<file path="src/rtl/vscale_htif_tohost_monitor.sv">
// Test-completion monitor: round-robin polls the tohost CSR of several vscale cores over
// their HTIF PCR ports and latches a sticky pass / fail / timeout verdict.
module vscale_htif_tohost_monitor #(
    parameter int                    NUM_CHANNELS   = 1,
    parameter int                    DATA_WIDTH     = 64,
    parameter int                    ADDR_WIDTH     = 12,
    parameter logic [ADDR_WIDTH-1:0] TOHOST_ADDR    = ADDR_WIDTH'(12'h780),
    parameter logic [DATA_WIDTH-1:0] PASS_VALUE     = DATA_WIDTH'(144),
    parameter int                    TIMEOUT_CYCLES = 2000,
    parameter int                    CNT_WIDTH      = 64
) (
    input  logic                               clk,
    input  logic                               reset,
    output logic [NUM_CHANNELS-1:0]            htif_pcr_req_valid,
    input  logic [NUM_CHANNELS-1:0]            htif_pcr_req_ready,
    output logic [NUM_CHANNELS-1:0]            htif_pcr_req_rw,
    output logic [NUM_CHANNELS*ADDR_WIDTH-1:0] htif_pcr_req_addr,
    output logic [NUM_CHANNELS*DATA_WIDTH-1:0] htif_pcr_req_data,
    input  logic [NUM_CHANNELS-1:0]            htif_pcr_resp_valid,
    output logic [NUM_CHANNELS-1:0]            htif_pcr_resp_ready,
    input  logic [NUM_CHANNELS*DATA_WIDTH-1:0] htif_pcr_resp_data,
    output logic                               done,
    output logic                               pass,
    output logic                               fail,
    output logic                               timeout,
    output logic [3:0]                         fail_chan,
    output logic [DATA_WIDTH-1:0]              fail_code,
    output logic [NUM_CHANNELS-1:0]            chan_done,
    output logic [CNT_WIDTH-1:0]               cycle_count
);

    localparam int PTR_W = (NUM_CHANNELS > 1) ? $clog2(NUM_CHANNELS) : 1;
    localparam bit TMO_EN = (TIMEOUT_CYCLES != 0);
    localparam logic [CNT_WIDTH-1:0] TMO_LAST =
        CNT_WIDTH'((TIMEOUT_CYCLES > 0) ? TIMEOUT_CYCLES - 1 : 0);
    localparam logic [NUM_CHANNELS-1:0] ALL_DONE = {NUM_CHANNELS{1'b1}};

    typedef enum logic [1:0] {
        ST_REQ  = 2'd0,
        ST_RESP = 2'd1,
        ST_DONE = 2'd2
    } state_t;

    state_t                    state_r, state_nxt;
    logic [PTR_W-1:0]          ptr_r, ptr_nxt;
    logic [NUM_CHANNELS-1:0]   req_valid_r, req_valid_nxt;
    logic [NUM_CHANNELS-1:0]   resp_ready_r, resp_ready_nxt;
    logic [NUM_CHANNELS-1:0]   chan_done_r, chan_done_nxt;
    logic                      done_r, done_nxt;
    logic                      pass_r, pass_nxt;
    logic                      fail_r, fail_nxt;
    logic                      timeout_r, timeout_nxt;
    logic [3:0]                fail_chan_r, fail_chan_nxt;
    logic [DATA_WIDTH-1:0]     fail_code_r, fail_code_nxt;
    logic [CNT_WIDTH-1:0]      cycle_count_r;

    logic                      req_fire_s;
    logic                      resp_fire_s;
    logic                      tmo_hit_s;
    logic [DATA_WIDTH-1:0]     resp_data_s;

    function automatic logic [NUM_CHANNELS-1:0] onehot_f(input logic [PTR_W-1:0] idx);
        logic [NUM_CHANNELS-1:0] v;
        v      = '0;
        v[idx] = 1'b1;
        return v;
    endfunction

    // Next channel after cur (wrapping) whose pass flag is still clear; cur itself is last resort.
    function automatic logic [PTR_W-1:0] next_ptr_f(input logic [PTR_W-1:0]        cur,
                                                    input logic [NUM_CHANNELS-1:0] cdone);
        logic [PTR_W-1:0] sel;
        logic             found;
        int               idx;
        sel   = cur;
        found = 1'b0;
        for (int k = 1; k <= NUM_CHANNELS; k++) begin
            idx = int'(cur) + k;
            if (idx >= NUM_CHANNELS) begin
                idx = idx - NUM_CHANNELS;
            end else begin
                idx = idx;
            end
            if (!found && !cdone[idx]) begin
                sel   = PTR_W'(idx);
                found = 1'b1;
            end else begin
                found = found;
            end
        end
        return sel;
    endfunction

    assign req_fire_s  = req_valid_r[ptr_r] & htif_pcr_req_ready[ptr_r];
    assign resp_fire_s = resp_ready_r[ptr_r] & htif_pcr_resp_valid[ptr_r];
    assign resp_data_s = htif_pcr_resp_data[ptr_r*DATA_WIDTH +: DATA_WIDTH];
    assign tmo_hit_s   = TMO_EN && (cycle_count_r == TMO_LAST) && !done_r;

    // Poll sequencing and verdict evaluation; a response verdict outranks a same-cycle timeout
    always_comb begin
        state_nxt     = state_r;
        ptr_nxt       = ptr_r;
        chan_done_nxt = chan_done_r;
        done_nxt      = done_r;
        pass_nxt      = pass_r;
        fail_nxt      = fail_r;
        timeout_nxt   = timeout_r;
        fail_chan_nxt = fail_chan_r;
        fail_code_nxt = fail_code_r;
        case (state_r)
            ST_REQ: begin
                if (req_fire_s) begin
                    state_nxt = ST_RESP;
                end else begin
                    state_nxt = ST_REQ;
                end
            end
            ST_RESP: begin
                if (resp_fire_s) begin
                    if (resp_data_s == PASS_VALUE) begin
                        chan_done_nxt[ptr_r] = 1'b1;
                    end else if (resp_data_s != '0) begin
                        fail_nxt      = 1'b1;
                        fail_chan_nxt = 4'(ptr_r);
                        fail_code_nxt = resp_data_s >> 1;
                        done_nxt      = 1'b1;
                    end else begin
                        chan_done_nxt = chan_done_r;
                    end
                    if (fail_nxt) begin
                        state_nxt = ST_DONE;
                    end else if (chan_done_nxt == ALL_DONE) begin
                        pass_nxt  = 1'b1;
                        done_nxt  = 1'b1;
                        state_nxt = ST_DONE;
                    end else begin
                        ptr_nxt   = next_ptr_f(ptr_r, chan_done_nxt);
                        state_nxt = ST_REQ;
                    end
                end else begin
                    state_nxt = ST_RESP;
                end
            end
            ST_DONE: begin
                state_nxt = ST_DONE;
            end
            default: begin
                state_nxt = ST_DONE;
            end
        endcase
        if (tmo_hit_s && !done_nxt) begin
            timeout_nxt = 1'b1;
            done_nxt    = 1'b1;
            state_nxt   = ST_DONE;
        end else begin
            timeout_nxt = timeout_nxt;
        end
        req_valid_nxt  = (state_nxt == ST_REQ)  ? onehot_f(ptr_nxt) : '0;
        resp_ready_nxt = (state_nxt == ST_RESP) ? onehot_f(ptr_nxt) : '0;
    end

    // FSM, handshake outputs and sticky result registers
    always_ff @(posedge clk) begin
        if (!reset) begin
            state_r      <= ST_REQ;
            ptr_r        <= '0;
            req_valid_r  <= '0;
            resp_ready_r <= '0;
            chan_done_r  <= '0;
            done_r       <= 1'b0;
            pass_r       <= 1'b0;
            fail_r       <= 1'b0;
            timeout_r    <= 1'b0;
            fail_chan_r  <= 4'd0;
            fail_code_r  <= '0;
        end else begin
            state_r      <= state_nxt;
            ptr_r        <= ptr_nxt;
            req_valid_r  <= req_valid_nxt;
            resp_ready_r <= resp_ready_nxt;
            chan_done_r  <= chan_done_nxt;
            done_r       <= done_nxt;
            pass_r       <= pass_nxt;
            fail_r       <= fail_nxt;
            timeout_r    <= timeout_nxt;
            fail_chan_r  <= fail_chan_nxt;
            fail_code_r  <= fail_code_nxt;
        end
    end

    // Saturating cycle counter, frozen once a verdict is reached
    always_ff @(posedge clk) begin
        if (!reset) begin
            cycle_count_r <= '0;
        end else if (!done_r && (cycle_count_r != '1)) begin
            cycle_count_r <= cycle_count_r + CNT_WIDTH'(1);
        end else begin
            cycle_count_r <= cycle_count_r;
        end
    end

    assign htif_pcr_req_valid  = req_valid_r;
    assign htif_pcr_resp_ready = resp_ready_r;
    assign htif_pcr_req_rw     = '0;
    assign htif_pcr_req_addr   = {NUM_CHANNELS{TOHOST_ADDR}};
    assign htif_pcr_req_data   = '0;
    assign done                = done_r;
    assign pass                = pass_r;
    assign fail                = fail_r;
    assign timeout             = timeout_r;
    assign fail_chan           = fail_chan_r;
    assign fail_code           = fail_code_r;
    assign chan_done           = chan_done_r;
    assign cycle_count         = cycle_count_r;

endmodule

</file>
<file path="config.mk">
export PLATFORM = sky130hd
export DESIGN_NAME = vscale_htif_tohost_monitor
export DESIGN_NICKNAME = d
export VERILOG_FILES = /design/src/rtl/vscale_htif_tohost_monitor.sv
export SDC_FILE = /design/constraint.sdc
export NUM_CORES = 1
export LEC_CHECK = 0
export CAP_MARGIN = 5
export CORE_MARGIN = 8
export CORE_UTILIZATION = 42
export DETAILED_ROUTE_END_ITERATION = 7
export DONT_BUFFER_PORTS = 1
export GPL_ROUTABILITY_DRIVEN = 0
export PLACE_DENSITY = 0.57
export SYNTH_ARGS = -nofsm -noshare
export SYNTH_HDL_FRONTEND = slang
export SYNTH_SLANG_ARGS = --single-unit
</file>
<file path="constraint.sdc">
create_clock -name clk -period 1.9 [get_ports clk]
set_input_delay 0.19 -clock clk [delete_from_list [all_inputs] [get_ports clk]]
set_output_delay 0.19 -clock clk [all_outputs]
set_load 0.02 [all_outputs]
</file>
==> impl_metrics.ini, run 1 <==
[outcome]
status = finished with violations
violations = negative hold slack, negative setup slack

[sta]
worst_pin_slew_ns = 0.5174
maxSlewHeadroom = 0.6519
max_freq_mhz = 459.2
tns_ns = -11.87
period_minus_slack_ns = 2.178
timing.hold.ws_ns = -0.002282
setup_ws_ns = -0.2776
finalSetupViolCount = 66
skew_ns = 0.01527
rsz0062_at_grt = true
fin_crit_sh = 1.146
drv_slew = 0
hold_viol_final = 1

[yosys]
synth_edf_count = 0
ys_seq_area_frac = 0.3744
synth_area_leaders = dfxtp_1, buf_4, nand4b_1, nand2_1, o21ai_0
synthArstFlopShare = 0
yosysWarnings = 0
yosysTopAreaCell = dfxtp_1
synth_cell_type_count = 56
synth_area_per_cell_um2 = 8.481
synth_flop_cell = dfxtp_1
synthesis.area_mm2 = 0.007378
netlist_instances = 870
yosys_register_bits = 138
synth.top_cell.area_share = 0.3744

[power_and_ir_drop]
internal_power_mw = 5.162
p_leak_nw = 4.255
total_power_mw = 6.940
seqPwrFrac = 0.423
p_comb_frac = 0.069
ir_worst_vdd_v = 0.0005950
p_sw_mw = 1.778
switching_share = 0.2561
p_clk_frac = 0.508
power.density_mw_per_mm2 = 615.2

[worst_setup_path]
required_ns = 2.27
rr_worst_depth = 7
crit_path_end_kind = flop
cp_max_fo = 3
cp_top_family = simple AND/OR/NAND/NOR gates
worstPathArrival_ns = 2.54
cp_num_buf_inv = 1
cp_slowest_cell = or4_4
cp_slowest_stage_delay_ns = 0.55
crit_cells = 7
path_class = reg2reg
crit_path_start_kind = flop
crit_chain = or4_1 > or4_4 > nor4_4 > buf_4 > nand3_4 > nor2_4 > o21a_1

[die]
std_cell_rows = 48
die_area_mm2 = 0.02206
dieWidth_um = 148.5
core_area_mm2 = 0.01724
boundaryPins = 284
initial_core_util = 0.4281
die_h_um = 148.5

[global_route]
grt_pass1_wl_mm = 42.25
grt_max_degree = 224
grt_pass1_vias = 7955
overflow = 0
antenna_found_initial = 0
grt_use_total = 0.2375

[clock_network]
h-tree-depth = 4
tritoncts.num_buffers = 17
cts_max_path_buffers = 2
clock_latency_ns = 0.43
cts_tree = yes
cts_sinks = 138
root_buffer = clkbuf_16
path_clk_slew_ns = 0.06

[routing]
wl_per_cell_um = 20.08
drc = 0
route.vias.total = 7864
via_per_inst = 5.601
drtIter0Drc = 542
drtPass1Iterations = 5
wl_mm = 28.19
antenna_left = 0

[layout]
fin_nets = 1235
seq_area_mm2 = 0.002854
multi_input_area_mm2 = 0.004452
nFillCells = 1343
layout.core_utilization = 0.6545
final_layout_size_suffix_gt1_frac = 0.2697
fin_area_mm2 = 0.01128
diodes = 0
area_growth_pct = 52.89

[place]
dp_slack_ns = -0.3846
hpwl_mm = 17.27
placed_cell_area_mm2 = 0.008453
io_buffer_count = 0

[job]
drv_cap = 0

[hold_path]
hp-class = in2reg
hold_depth = 2
==> metrics by stage <==
stage                     std cells  hold slack [ns]
after global placement         1189           0.3285
after floorplan                 949           0.3478
after detailed placement       1189           0.3304
after global routing           1404         0.003804
after CTS                      1389          -0.1149
final                          1404        -0.002282
==> cell type report <==
class,count,share of cell area
multi-input combinational,663,0.3946
tap,225,0.02496
clock inverter,14,0.01553
sequential,138,0.2530
timing repair buffer,335,0.2683
clock buffer,18,0.03993
inverter,11,0.003660
==> cell usage in the layout, fill, tap and decap left out, types with 13 or more instances in the layout <==
cell	Yosys	routed
nor4_1	44	36
dfxtp_2	0	34
o21a_1	19	19
nand3_1	23	17
nand4_1	29	29
o21ai_0	67	63
o31ai_1	14	14
and2_1	27	26
nand2_1	105	102
dfxtp_4	0	13
dfxtp_1	138	91
clkbuf_16	0	18
nor2_1	16	14
nand2b_1	24	24
xnor2_1	15	13
buf_4	82	159
nand4b_1	66	66
dlygate4sd3_1	0	160
conb_1	2	81
==> registers in the layout, indices dropped and copies added, names as in the netlist <==
signal               flops
chan_done                1
cycle_count             64
done                     1
fail                     1
fail_chan                1
fail_code               63
htif_pcr_req_valid       1
htif_pcr_resp_ready      1
pass                     1
ptr_r                    1
state_r                  2
timeout                  1
==> synth_stat cells, types with 8 or more instances <==
library cell	n
nand2b_1	24
and3_1	9
dfxtp_1	138
inv_1	11
nand3_1	23
clkbuf_1	41
o21a_1	19
mux2i_1	11
o21ai_0	67
nand2_1	105
nor2_1	16
o31ai_1	14
or4_1	14
xnor2_1	15
nor3_1	8
nand4_1	29
o31a_1	8
and2_1	27
buf_4	82
nor4_1	44
nand4b_1	66
==> cells by family after synthesis <==
kind of cell / after synthesis / share of synthesized area
flip-flops: 138 / 0.3744
AO/OA/AOI/OAI: 151 / 0.1335
XOR/XNOR: 21 / 0.02493
buffers and inverters: 151 / 0.1262
AND/OR/NAND/NOR: 395 / 0.3234
other: 2 / 0.001018
multiplexers: 11 / 0.01492
adder cells (fa/ha/maj): 1 / 0.001696
==> worst reg2reg max path, cell delays in order, from the launching register on <==
cell and delay (ns):
dfxtp_4 0.34, or4_1 0.50, or4_4 0.55, nor4_4 0.24
buf_4 0.17, nand3_4 0.06, nor2_4 0.13, o21a_1 0.13
==> power groups by stage <==
stage / Sequential [mW] / Clock [mW] / Combinational (mW)
global placement: 3.00 / 0 / 0.259
finish: 2.94 / 3.53 / 0.478
detailed placement: 3.00 / 0 / 0.264
floorplan: 3.01 / 0 / 0.396
CTS: 2.93 / 3.58 / 0.418
global route: 2.94 / 3.72 / 0.506
==> final timing paths <==
check	from	to	slack, ns
worst max-delay path	cycle_count[39]	timeout	-0.28
worst min-delay path	reset	fail_code[41]	-0.002
worst max register to register	cycle_count[39]	timeout	-0.28
worst min register to register	state_r[1]	state_r[0]	0.49
==> routing by layer <==
metal	global-route usage	up-vias	wire length [um]
met5	0	-	0
met4	0.1050	0	896
met3	0.1009	67	3174
met2	0.4098	417	13970
met1	0.2469	3749	10150
li1	-	3631	-
==> what timing repair did <==
action | in CTS | in global routing
endpoints found under the hold margin | 138 | 78
hold buffers | 157 | 4
cloned | 3 | 0
buffers inserted | 8 | 12
endpoints found under the setup margin | 70 | 127
pin swaps | 22 | 23
gates resized for setup | 46 | 38
Power figures use the tool's default switching activity.
==> inputs of run 2 (changes only) <==
--- a/config.mk
+++ b/config.mk
@@ -5,6 +5,7 @@
 export SDC_FILE = /design/constraint.sdc
 export NUM_CORES = 1
 export LEC_CHECK = 0
+export ABC_AREA = 0
 export CAP_MARGIN = 5
 export CORE_MARGIN = 8
 export CORE_UTILIZATION = 42
@@ -12,6 +13,7 @@
 export DONT_BUFFER_PORTS = 1
 export GPL_ROUTABILITY_DRIVEN = 0
 export PLACE_DENSITY = 0.57
+export REMOVE_ABC_BUFFERS = 1
 export SYNTH_ARGS = -nofsm -noshare
 export SYNTH_HDL_FRONTEND = slang
 export SYNTH_SLANG_ARGS = --single-unit
==> run 2 against run 1 <==
  * The run still ends with negative hold slack, negative setup slack left
  * Setup slack improved by 0.030 ns
  * Non-clock buffer count increased by 15
  * Sequential share of layout area decreased by 1.1 points
  * Cell count increased by 0.78%
  * Design area increased by 2.3%
  * Global-route usage decreased by 0.33 points
  * Routed wire length decreased by 3.0%
  * Combinational power decreased by 6.5%
==> impl_metrics.ini, run 2 (synthesized netlist as in run 1, its figures left out) <==
[sta]
timing.hold.ws_ns = -0.01084
setup_ws_ns = -0.2473
tns_ns = -10.80
rsz0062_at_grt = true
hold_viol_final = 2
period_minus_slack_ns = 2.147
drv_slew = 0
fin_crit_sh = 1.130
skew_ns = 0.008466
max_freq_mhz = 465.7
maxSlewHeadroom = 0.6588
worst_pin_slew_ns = 0.5118
finalSetupViolCount = 70

[layout]
final_layout_size_suffix_gt1_frac = 0.2824
diodes = 0
layout.cells.most_common_list = dlygate4sd3_1, buf_4, dfxtp_1
final_cells = 1415
area_growth_pct = 56.45
layout_commonest_cell = dlygate4sd3_1
fin_nets = 1247
nFillCells = 1310
largest_reg_flops = 64

[global_route]
grt_pass1_wl_mm = 41.57
grt_max_degree = 224
grt_use_total = 0.2342
antenna_found_initial = 0
grt_pass1_vias = 7739
overflow = 0

[clock_network]
tritoncts.num_buffers = 17
ctsHoldBuffers = 158
cts_sinks = 138
h-tree-depth = 4
cts_tree = yes
path_clk_slew_ns = 0.06
clock_latency_ns = 0.41
root_buffer = clkbuf_16
cts_max_path_buffers = 2

[power_and_ir_drop]
seqPwrFrac = 0.442
power.density_mw_per_mm2 = 579.9
ir_worst_vdd_v = 0.0005749
p_clk_frac = 0.492
p_sw_mw = 1.655
internal_power_mw = 5.040
p_comb_frac = 0.067
total_power_mw = 6.695
switching_share = 0.2471
p_leak_nw = 4.372

[worst_setup_path]
required_ns = 2.24
r2r_end = cycle_count[63]
crit_chain = buf_6 > nand4_1 > buf_6 > nor4_4 > nand4_1 > a21o_4 > buf_16 > or4_4 > a21boi_2
path_class = reg2reg
cp_max_fo = 8
rr_worst_depth = 9
r2r-start = cycle_count[0]
crit_path_end_kind = flop
cp_slowest_stage_delay_ns = 0.41
cp_slowest_cell = or4_4
reg2reg_setup_slack_ns = -0.25
crit_path_start_kind = flop
worstPathArrival_ns = 2.49

[routing]
drtPass1Iterations = 5
antenna_left = 0
via_per_inst = 5.463
drc = 0
wl_per_cell_um = 19.32
drtIter0Drc = 610
route.vias.total = 7730
wl_mm = 27.34

[die]
std_cell_rows = 48
initial_core_util = 0.4281
die_h_um = 148.5
die_area_mm2 = 0.02206
dieWidth_um = 148.5
boundaryPins = 284
core_area_mm2 = 0.01724

[job]
drv_cap = 0

[place]
dp_cells = 1201
io_buffer_count = 0
hpwl_mm = 16.51

[hold_path]
min_to = fail
holdCritStartpoint = reset
hp-class = in2reg
hold_depth = 1

[outcome]
violations = negative hold slack, negative setup slack
status = finished with violations
==> run 2: changes by cell type in the layout (fill, tap and decap cells not counted), sizes merged <==
cell,previous run,this run
buf,175,189
inv,18,13
clkinvlp,0,4
a21o,7,4
clkbuf,18,20
dlygate4sd3,160,158
clkinv,5,6
==> run 2: worst max path at each step <==
| stage | startpoint | to | slack [ns] | cells past startpoint |
|---|---|---|---|---|
| after floorplan | htif_pcr_resp_ready | state_r[0] | -5.92 | 4 |
| after global placement | cycle_count[39] | state_r[0] | -0.31 | 7 |
| after detailed placement | cycle_count[42] | htif_pcr_resp_ready | -0.36 | 7 |
| after CTS | cycle_count[44] | state_r[0] | -0.23 | 7 |
| after global routing | cycle_count[28] | cycle_count[63] | -0.34 | 9 |
| final | cycle_count[0] | cycle_count[63] | -0.25 | 9 |
==> run 2: routing by layer <==
metal	global-route usage	part of all wire	up-vias
li1	-	-	3646
met1	0.2530	0.38	3718
met2	0.3943	0.49	323
met5	0	0	-
met3	0.1070	0.11	43
met4	0.08669	0.021	0
==> run 2: power by group through the flow <==
stage	Sequential (mW)	Clock, mW	Combinational, mW
6_report	2.96	3.29	0.447
5_1_grt	2.96	3.49	0.474
3_5_place_dp	3.02	0	0.258
4_1_cts	2.96	3.34	0.421
3_3_place_gp	3.02	0	0.256
2_1_floorplan	3.03	0	0.202
==> run 2: critical path, delay by kind of cell (launching register included) <==
kind	cells	cell delay, ns
and+or+nand+nor	4	0.88
buffers and inverters	3	0.45
AOI/OAI and AO/OA	2	0.38
DFF	1	0.36
==> run 2: metrics by stage <==
| step | instance area, um^2 | hold WS (ns) | worst slack, ns | util |
|---|---|---|---|---|
| floorplan | 6785 | 0.3075 | -5.919 | - |
| global placement | 8409 | 0.3449 | -0.3123 | 0.4879 |
| detailed placement | 8409 | 0.3446 | -0.3618 | 0.4879 |
| CTS | 11040 | -0.09700 | -0.2306 | 0.6407 |
| global route | 11540 | -0.09732 | -0.3424 | 0.6697 |
| finish | 11540 | -0.01084 | -0.2473 | 0.6697 |
==> run 2: final cells by class <==
cell class,instances,area (um^2),share of cell area
clock inverters,14,148.9,0.01290
inverters,11,41.29,0.003577
well taps,225,281.5,0.02439
flip-flops and latches,138,2793,0.2419
clock buffers,17,425.4,0.03685
multi-input cells,660,4559,0.3950
repair buffers,350,3294,0.2854
==> run 2: repair_timing <==
| item | in CTS | in global routing |
|---|---|---|
| cloned | 4 | 3 |
| setup endpoints to repair | 70 | 94 |
| pin swaps | 51 | 80 |
| endpoints found under the hold margin | 138 | 72 |
| gates resized for setup | 81 | 86 |
| buffers inserted | 10 | 13 |
